`src/rtl/n1_sbus_mst.sv`:
```
// Stack bus pipelined Wishbone master for N1: one cell access per PRS request, one outstanding transaction.
// Optional bus timeout watchdog enabled by defining SBUS_TIMEOUT_EN.
module n1_sbus_mst #(
  parameter int SP_WIDTH   = 12,
  parameter int CELL_WIDTH = 16,
  parameter int TMO_WIDTH  = 8
) (
  input  logic                  clk_i,
  input  logic                  async_rst_n_i,
  output logic                  sbus_cyc_o,
  output logic                  sbus_stb_o,
  output logic                  sbus_we_o,
  output logic [SP_WIDTH-1:0]   sbus_adr_o,
  output logic                  sbus_tga_ps_o,
  output logic                  sbus_tga_rs_o,
  output logic [CELL_WIDTH-1:0] sbus_dat_o,
  input  logic                  sbus_ack_i,
  input  logic                  sbus_stall_i,
  input  logic                  sbus_err_i,
  input  logic [CELL_WIDTH-1:0] sbus_dat_i,
  input  logic [SP_WIDTH-1:0]   sagu2sbus_adr_i,
  input  logic                  sagu2sbus_tga_ps_i,
  input  logic                  sagu2sbus_tga_rs_i,
  input  logic                  prs2sbus_req_i,
  input  logic                  prs2sbus_we_i,
  input  logic [CELL_WIDTH-1:0] prs2sbus_dat_i,
  output logic                  sbus2prs_busy_o,
  output logic                  sbus2prs_done_o,
  output logic [CELL_WIDTH-1:0] sbus2prs_dat_o,
  output logic                  sbus2excpt_buserr_o,
  output logic                  sbus2excpt_tmo_o
);

  typedef enum logic [1:0] {IDLE, REQ, WAIT} state_t;

  state_t                state_q, state_d;
  logic                  cyc_q, cyc_d;
  logic                  stb_q, stb_d;
  logic                  we_q, we_d;
  logic [SP_WIDTH-1:0]   adr_q, adr_d;
  logic                  ps_q, ps_d;
  logic                  rs_q, rs_d;
  logic [CELL_WIDTH-1:0] wdat_q, wdat_d;
  logic [CELL_WIDTH-1:0] rdat_q, rdat_d;
  logic                  done_q, done_d;
  logic                  buserr_q, buserr_d;
  logic                  resp_ok;
  logic                  fin;

`ifdef SBUS_TIMEOUT_EN
  logic [TMO_WIDTH-1:0]  cnt_q, cnt_d;
  logic                  tmo_q, tmo_d;
`endif

  // Slave responses only count once the strobe has been taken (or is being taken this cycle).
  assign resp_ok = (state_q == WAIT) || ((state_q == REQ) && !sbus_stall_i);

  always_comb begin
    state_d  = state_q;
    cyc_d    = cyc_q;
    stb_d    = stb_q;
    we_d     = we_q;
    adr_d    = adr_q;
    ps_d     = ps_q;
    rs_d     = rs_q;
    wdat_d   = wdat_q;
    rdat_d   = rdat_q;
    done_d   = 1'b0;
    buserr_d = 1'b0;
    fin      = 1'b0;
`ifdef SBUS_TIMEOUT_EN
    cnt_d    = cnt_q;
    tmo_d    = 1'b0;
`endif
    case (state_q)
      IDLE: begin
        if (prs2sbus_req_i) begin
          adr_d   = sagu2sbus_adr_i;
          ps_d    = sagu2sbus_tga_ps_i;
          rs_d    = sagu2sbus_tga_rs_i;
          we_d    = prs2sbus_we_i;
          wdat_d  = prs2sbus_dat_i;
          cyc_d   = 1'b1;
          stb_d   = 1'b1;
          state_d = REQ;
`ifdef SBUS_TIMEOUT_EN
          cnt_d   = '1;
`endif
        end
      end
      REQ, WAIT: begin
`ifdef SBUS_TIMEOUT_EN
        cnt_d = cnt_q - 1'b1;
`endif
        if ((state_q == REQ) && !sbus_stall_i) begin
          stb_d   = 1'b0;
          state_d = WAIT;
        end
        // Error outranks ack; both outrank an expiring timeout.
        if (resp_ok && sbus_err_i) begin
          fin      = 1'b1;
          buserr_d = 1'b1;
        end else if (resp_ok && sbus_ack_i) begin
          fin = 1'b1;
          if (!we_q) rdat_d = sbus_dat_i;
        end
`ifdef SBUS_TIMEOUT_EN
        else if (cnt_q == TMO_WIDTH'(1)) begin
          fin   = 1'b1;
          tmo_d = 1'b1;
        end
`endif
        if (fin) begin
          cyc_d   = 1'b0;
          stb_d   = 1'b0;
          done_d  = 1'b1;
          state_d = IDLE;
        end
      end
      default: state_d = IDLE;
    endcase
  end

  always_ff @(posedge clk_i or negedge async_rst_n_i) begin
    if (!async_rst_n_i) begin
      state_q  <= IDLE;
      cyc_q    <= 1'b0;
      stb_q    <= 1'b0;
      we_q     <= 1'b0;
      adr_q    <= '0;
      ps_q     <= 1'b0;
      rs_q     <= 1'b0;
      wdat_q   <= '0;
      rdat_q   <= '0;
      done_q   <= 1'b0;
      buserr_q <= 1'b0;
    end else begin
      state_q  <= state_d;
      cyc_q    <= cyc_d;
      stb_q    <= stb_d;
      we_q     <= we_d;
      adr_q    <= adr_d;
      ps_q     <= ps_d;
      rs_q     <= rs_d;
      wdat_q   <= wdat_d;
      rdat_q   <= rdat_d;
      done_q   <= done_d;
      buserr_q <= buserr_d;
    end
  end

`ifdef SBUS_TIMEOUT_EN
  always_ff @(posedge clk_i or negedge async_rst_n_i) begin
    if (!async_rst_n_i) begin
      cnt_q <= '0;
      tmo_q <= 1'b0;
    end else begin
      cnt_q <= cnt_d;
      tmo_q <= tmo_d;
    end
  end
  assign sbus2excpt_tmo_o = tmo_q;
`else
  // Without the watchdog the master waits on the slave indefinitely.
  assign sbus2excpt_tmo_o = 1'b0;
`endif

  assign sbus_cyc_o          = cyc_q;
  assign sbus_stb_o          = stb_q;
  assign sbus_we_o           = we_q;
  assign sbus_adr_o          = adr_q;
  assign sbus_tga_ps_o       = ps_q;
  assign sbus_tga_rs_o       = rs_q;
  assign sbus_dat_o          = wdat_q;
  assign sbus2prs_busy_o     = (state_q != IDLE);
  assign sbus2prs_done_o     = done_q;
  assign sbus2prs_dat_o      = rdat_q;
  assign sbus2excpt_buserr_o = buserr_q;

endmodule
```
`config.mk`:
```
export PLATFORM = sky130hd
export DESIGN_NAME = n1_sbus_mst
export DESIGN_NICKNAME = d
export VERILOG_FILES = /design/src/rtl/n1_sbus_mst.sv
export SDC_FILE = /design/constraint.sdc
export NUM_CORES = 1
export LEC_CHECK = 0
export ABC_AREA = 0
export CAP_MARGIN = 20
export CELL_PAD_IN_SITES_DETAIL_PLACEMENT = 0
export CELL_PAD_IN_SITES_GLOBAL_PLACEMENT = 2
export CORE_UTILIZATION = 42
export CTS_CLUSTER_SIZE = 16
export DETAILED_ROUTE_END_ITERATION = 6
export DONT_BUFFER_PORTS = 1
export GPL_ROUTABILITY_DRIVEN = 0
export PLACE_DENSITY_LB_ADDON = 0.1
export SLEW_MARGIN = 20
export SYNTH_ARGS = -nofsm -noshare
export SYNTH_HDL_FRONTEND = slang
export SYNTH_SLANG_ARGS = --single-unit
```
`constraint.sdc`:
```
create_clock -name clk_i -period 3.6 [get_ports clk_i]
set_input_delay 0.54 -clock clk_i [delete_from_list [all_inputs] [get_ports clk_i]]
set_output_delay 0.54 -clock clk_i [all_outputs]
set_load 0.005 [all_outputs]
```
# Yosys cells after proc, flatten, opt, wreduce, memory -nomap -nowiden
# Cells that the tools add are included.
# word_totals
register_bits	53
output_inout_bits	53
# classes
n_eq_ne	5
n_mux	17
n_bitwise	2
reduce_logical	14
# op_table
operator	n
$mux W1	11
$mux W2	3
$reduce_and A3 Y1	2
$ne A2 B2 Y1 const B	2
$pmux W1 S2	2
$pmux W2 S2	1
$reduce_and A2 Y1	2
$reduce_and A4 Y1	1
$reduce_bool A2 Y1	2
$logic_and A1 B1 Y1	3
$ne A3 B3 Y1 const B	1
$eq A2 B1 Y1 const B	1
$eq A2 B2 Y1 const B	1
$logic_not A2 Y1	1
$not A1 Y1	2
$reduce_or A2 Y1	1
$logic_not A1 Y1	1
$logic_or A1 B1 Y1	1

# Depth between registers and ports, before layout
# depth
ltp_word	9
ltp_mapped	6
mapped_depth_nobuf	5

# Worst setup path before layout
# Ideal clock, no wire load.
# synth_timing
path_kind	register to register
from	reg state_q[1]
to	reg rdat_q[10] (netlist: sbus2prs_dat_o[10])
arrival_time_ns	1.509
required_ns	3.475
path_slack_ns	1.966
path_stages_with_launch	7
synth_period_minus_slack_ns	1.634
cell_sequence	dfrtp_1 > inv_1 > ha_1 > nor2b_4 > o2111ai_4 > buf_6 > mux2_4
# synth_between
elab_chain_len	6
word_cells_on_any_way	9
cone_classes	2 x eq/ne; 1 x bitwise; 6 x reduce/logical
# synth_lines
element	line_no	rtl
start: declaration	36	state_t state_q, state_d;
start signal: assignment	138	state_q <= state_d;
$eq A2 B1 Y1	56, 75	
$logic_and A1 B1 Y1	56	assign resp_ok = (state_q == WAIT) || ((state_q == REQ) && !sbus_stall_i);
$logic_or A1 B1 Y1	56	
$logic_and A1 B1 Y1	100	if (resp_ok && sbus_err_i) begin
$not A1 Y1 (no source line)	-	
$reduce_and A4 Y1 (no source line) (*)	-	
end signal: assignment	146	rdat_q <= rdat_d;
end: declaration	44	logic [CELL_WIDTH-1:0] rdat_q, rdat_d;
# Mark *: on every way between the ends. The rest lies on a longest branch, timed or not.
# A chain may end at the register's enable or synchronous reset.

# Worst setup path after layout
# layout_timing
from	reg state_q[1]
to	reg rdat_q[0] (netlist: sbus2prs_dat_o[0])
# Same word-level chain as after synthesis.

==> impl_results.md <==
- Post-synthesis simple-gate area fraction: 0.0298
- Drc violations: 0
- Overflow after GRT: 0
- Initial antenna violation count: 0
- Max IR drop VDD: 0.318 mV
- Total Wirelength: 3.86 mm
- Syn-to-layout area delta: 7.73%
- Initial Util: 0.448
- Clk pin slew, worst setup/hold paths: 90 ps
- Setup-failing EPs final: 0
- Sequential area share after synthesis: 0.607
- Via count: 1094
- I/O pin total: 106
- Final instance area: 2350 um^2
- Count of final hold-check violations: 0
- Xor-xnor portion of the synthesized cell area: 0
- Critical path fanouts, max: 16
- Worst setup SP type: flip-flop
- RSZ-0062 raised after global routing: no
- Port Buf Inserts: 0
- Relative slew margins: 0.542
- Total power: 1960 uW
- Required time of the critical path: 3790 ps
- Max Cap Violations: 0
- Worst path max stage delay: 560 ps
- Rows: 25
- Final min period: 1920 ps
- Worst EP arrival: 2110 ps
- Final cycle utilization of the critical path: 0.533
- Adder-Cell Fraction of Synth Area: 0.0286
- CTS resizes: 0
- Main synth FF type: dfrtp_1
- Core Box Area: 4880 um^2
- Post-placement cell count: 202
- CTS tree: yes
- First-pass DRT Iterations: 2
- Post-synthesis cell area: 2190 um^2
- CP Class: flip-flop to flip-flop
- Final WS setup: 1680 ps
- Multiplexer share of the synthesized area: 0.269
- Critical path buffers and inverters: 1
- Top-area cell type share of the netlist area: 0.607
- Iter 0 DRT Violations: 43
- Synth async-reset ratio: 1.00
- Vias in the first global route: 1141
- Largest family of logic cells by synthesized area: multiplexers
- Die Area: 5500 um^2
- Post-DP Area: 2240 um^2
- Power Density: 834 nW/um^2
- H-tree levels: 2
- Fmax: 521 MHz
- Layout Skew: 3.39 ps
- Post-synth EDFFs: 0
- Die Height: 74.1 um
- Skew-Pair Late Insertion Delay: 300 ps
- Worst min path class: primary input to asynchronous set/reset pin
- Ys Warns: 0
- Critical path's slowest cell: o2111ai_4
- Multi-input gate area: 800 um^2
- Synth area leaders: dfrtp_1, mux2_2, mux2_4
- Post-synth cell types: 25
- Nets: 201
- Setup WS pre-CTS: 1690 ps
- Slew @ Worst Pin: 686 ps
- Clock tree buffer depth: 2
- Routed Antenna Nets: 0
- Final slew viol count: 0
- Total track usage: 0.142
- Die Wd: 74.1 um
- Largest area contributor in the netlist: dfrtp_1
- Final setup TNS: 0 ps
- Synth Area in Compound Gates: 0.0366
- Avg Inst Size Synth: 15.7 um^2
- Syn_nets: 197
- Most frequent cells in the layout: dfrtp_1, mux2_2, mux2_4, inv_1
- #FFs+latches synth: 53
- Clock sinks: 53
- P_leak: 0.00108 uW
- Vias per cell: 5.18
- Share of cells above drive strength 1: 0.417
- Inserted Diodes: 0
- Leading cell type in the layout, fill and taps excluded: dfrtp_1
- CTS buffer count: 5
- Global-route wire length before repair: 5.70 mm
- Final std cells w/o fill: 211
- Status: finished clean
- Pin count of the biggest net entering global routing: 54
- Filler Cells Inserted: 447
- Register area: 1330 um^2
- Crit-path cells: inv_1 > ha_1 > nor2b_4 > o2111ai_4 > mux2_2
- R2R setup slack: 1680 ps
- Detail Placement HPWL: 2.85 mm
- Critical path's top delay family: compound AO/OA/AOI/OAI gates
- CTS Root Cell: clkbuf_8
- Crit end category: flip-flop
- Post-CTS setup buffers: 0
- Routed wire per std cell: 18.3 um
- Cell count after synthesis: 139
-- worst reg2reg max path, stage by stage, from the launching register on --
cell,delay (ps)
dfrtp_1,390
inv_1,100
ha_1,200
nor2b_4,140
o2111ai_4,560
mux2_2,410
-- through the flow --
stage	util	hold WS, ps
after global placement	0.460	246
after floorplan	-	244
after detailed placement	0.460	245
after CTS	0.483	89.8
after global routing	0.483	78.1
final	0.483	72.3
-- cell usage after synthesis, types with 2 or more instances --
master   instances
buf_2            3
mux2_4          10
ha_1             5
nor2_1           3
o21ai_0          2
inv_1            7
o22ai_1          2
dfrtp_1         53
mux2_2          38
-- sequential cells by signal (all words and copies together), names as in the netlist --
name and count:
sbus_tga_rs_o 1, sbus2prs_done_o 1, sbus_dat_o 16, sbus_tga_ps_o 1
sbus_stb_o 1, sbus_adr_o 12, sbus2prs_dat_o 16, sbus_we_o 1
sbus_cyc_o 1, sbus2excpt_buserr_o 1, state_q 2
-- per-layer routing --
| metal | GRT usage | vias up | wire, um |
|---|---|---|---|
| li1 | - | 483 | - |
| met1 | 0.162 | 538 | 1490 |
| met2 | 0.229 | 68 | 1900 |
| met3 | 0.0664 | 5 | 430 |
| met4 | 0.0641 | 0 | 41 |
| met5 | 0 | - | 0 |
-- cell families (layout without fill, tap and decap cells) --
| group | after synthesis | count (layout) |
|---|---|---|
| fa+ha+maj | 5 | 5 |
| mux | 49 | 49 |
| flops | 53 | 53 |
| compound gates | 9 | 9 |
| other cells | 1 | 1 |
| simple gates | 10 | 10 |
| buf+inv | 12 | 17 |
-- area by class of cell --
type / count / share of cell area
flip-flops and latches: 53 / 0.563
well taps: 67 / 0.0356
multi-input cells: 74 / 0.340
clock buffers: 7 / 0.0324
inverters: 7 / 0.0112
repair buffers: 2 / 0.0149
clock inverters: 1 / 0.00319
-- repair_timing --
item,CTS,global route
hold endpoints to repair,53,0
setup endpoints to repair,0,0
hold buffers,1,0
-- path summary, 6_finish.rpt --
path | cells after the start | end | start
min in group clk_i | 2 | sbus2excpt_buserr_o | sbus_err_i
max | 5 | sbus2prs_dat_o[0] | state_q[1]
max reg2reg | 5 | sbus2prs_dat_o[0] | state_q[1]
min | 1 | sbus_stb_o | async_rst_n_i
min reg2reg | 1 | sbus_dat_o[7] | sbus_dat_o[7]
max in group asynchronous | 1 | sbus_dat_o[5] | async_rst_n_i
-- where the power goes --
group	switching, uW	total [uW]	internal (uW)
Clock	186	324	138
Sequential	218	1090	876
Combinational	208	544	336
Total	613	1960	1350
Note: power is estimated with default switching activity, not from simulation.
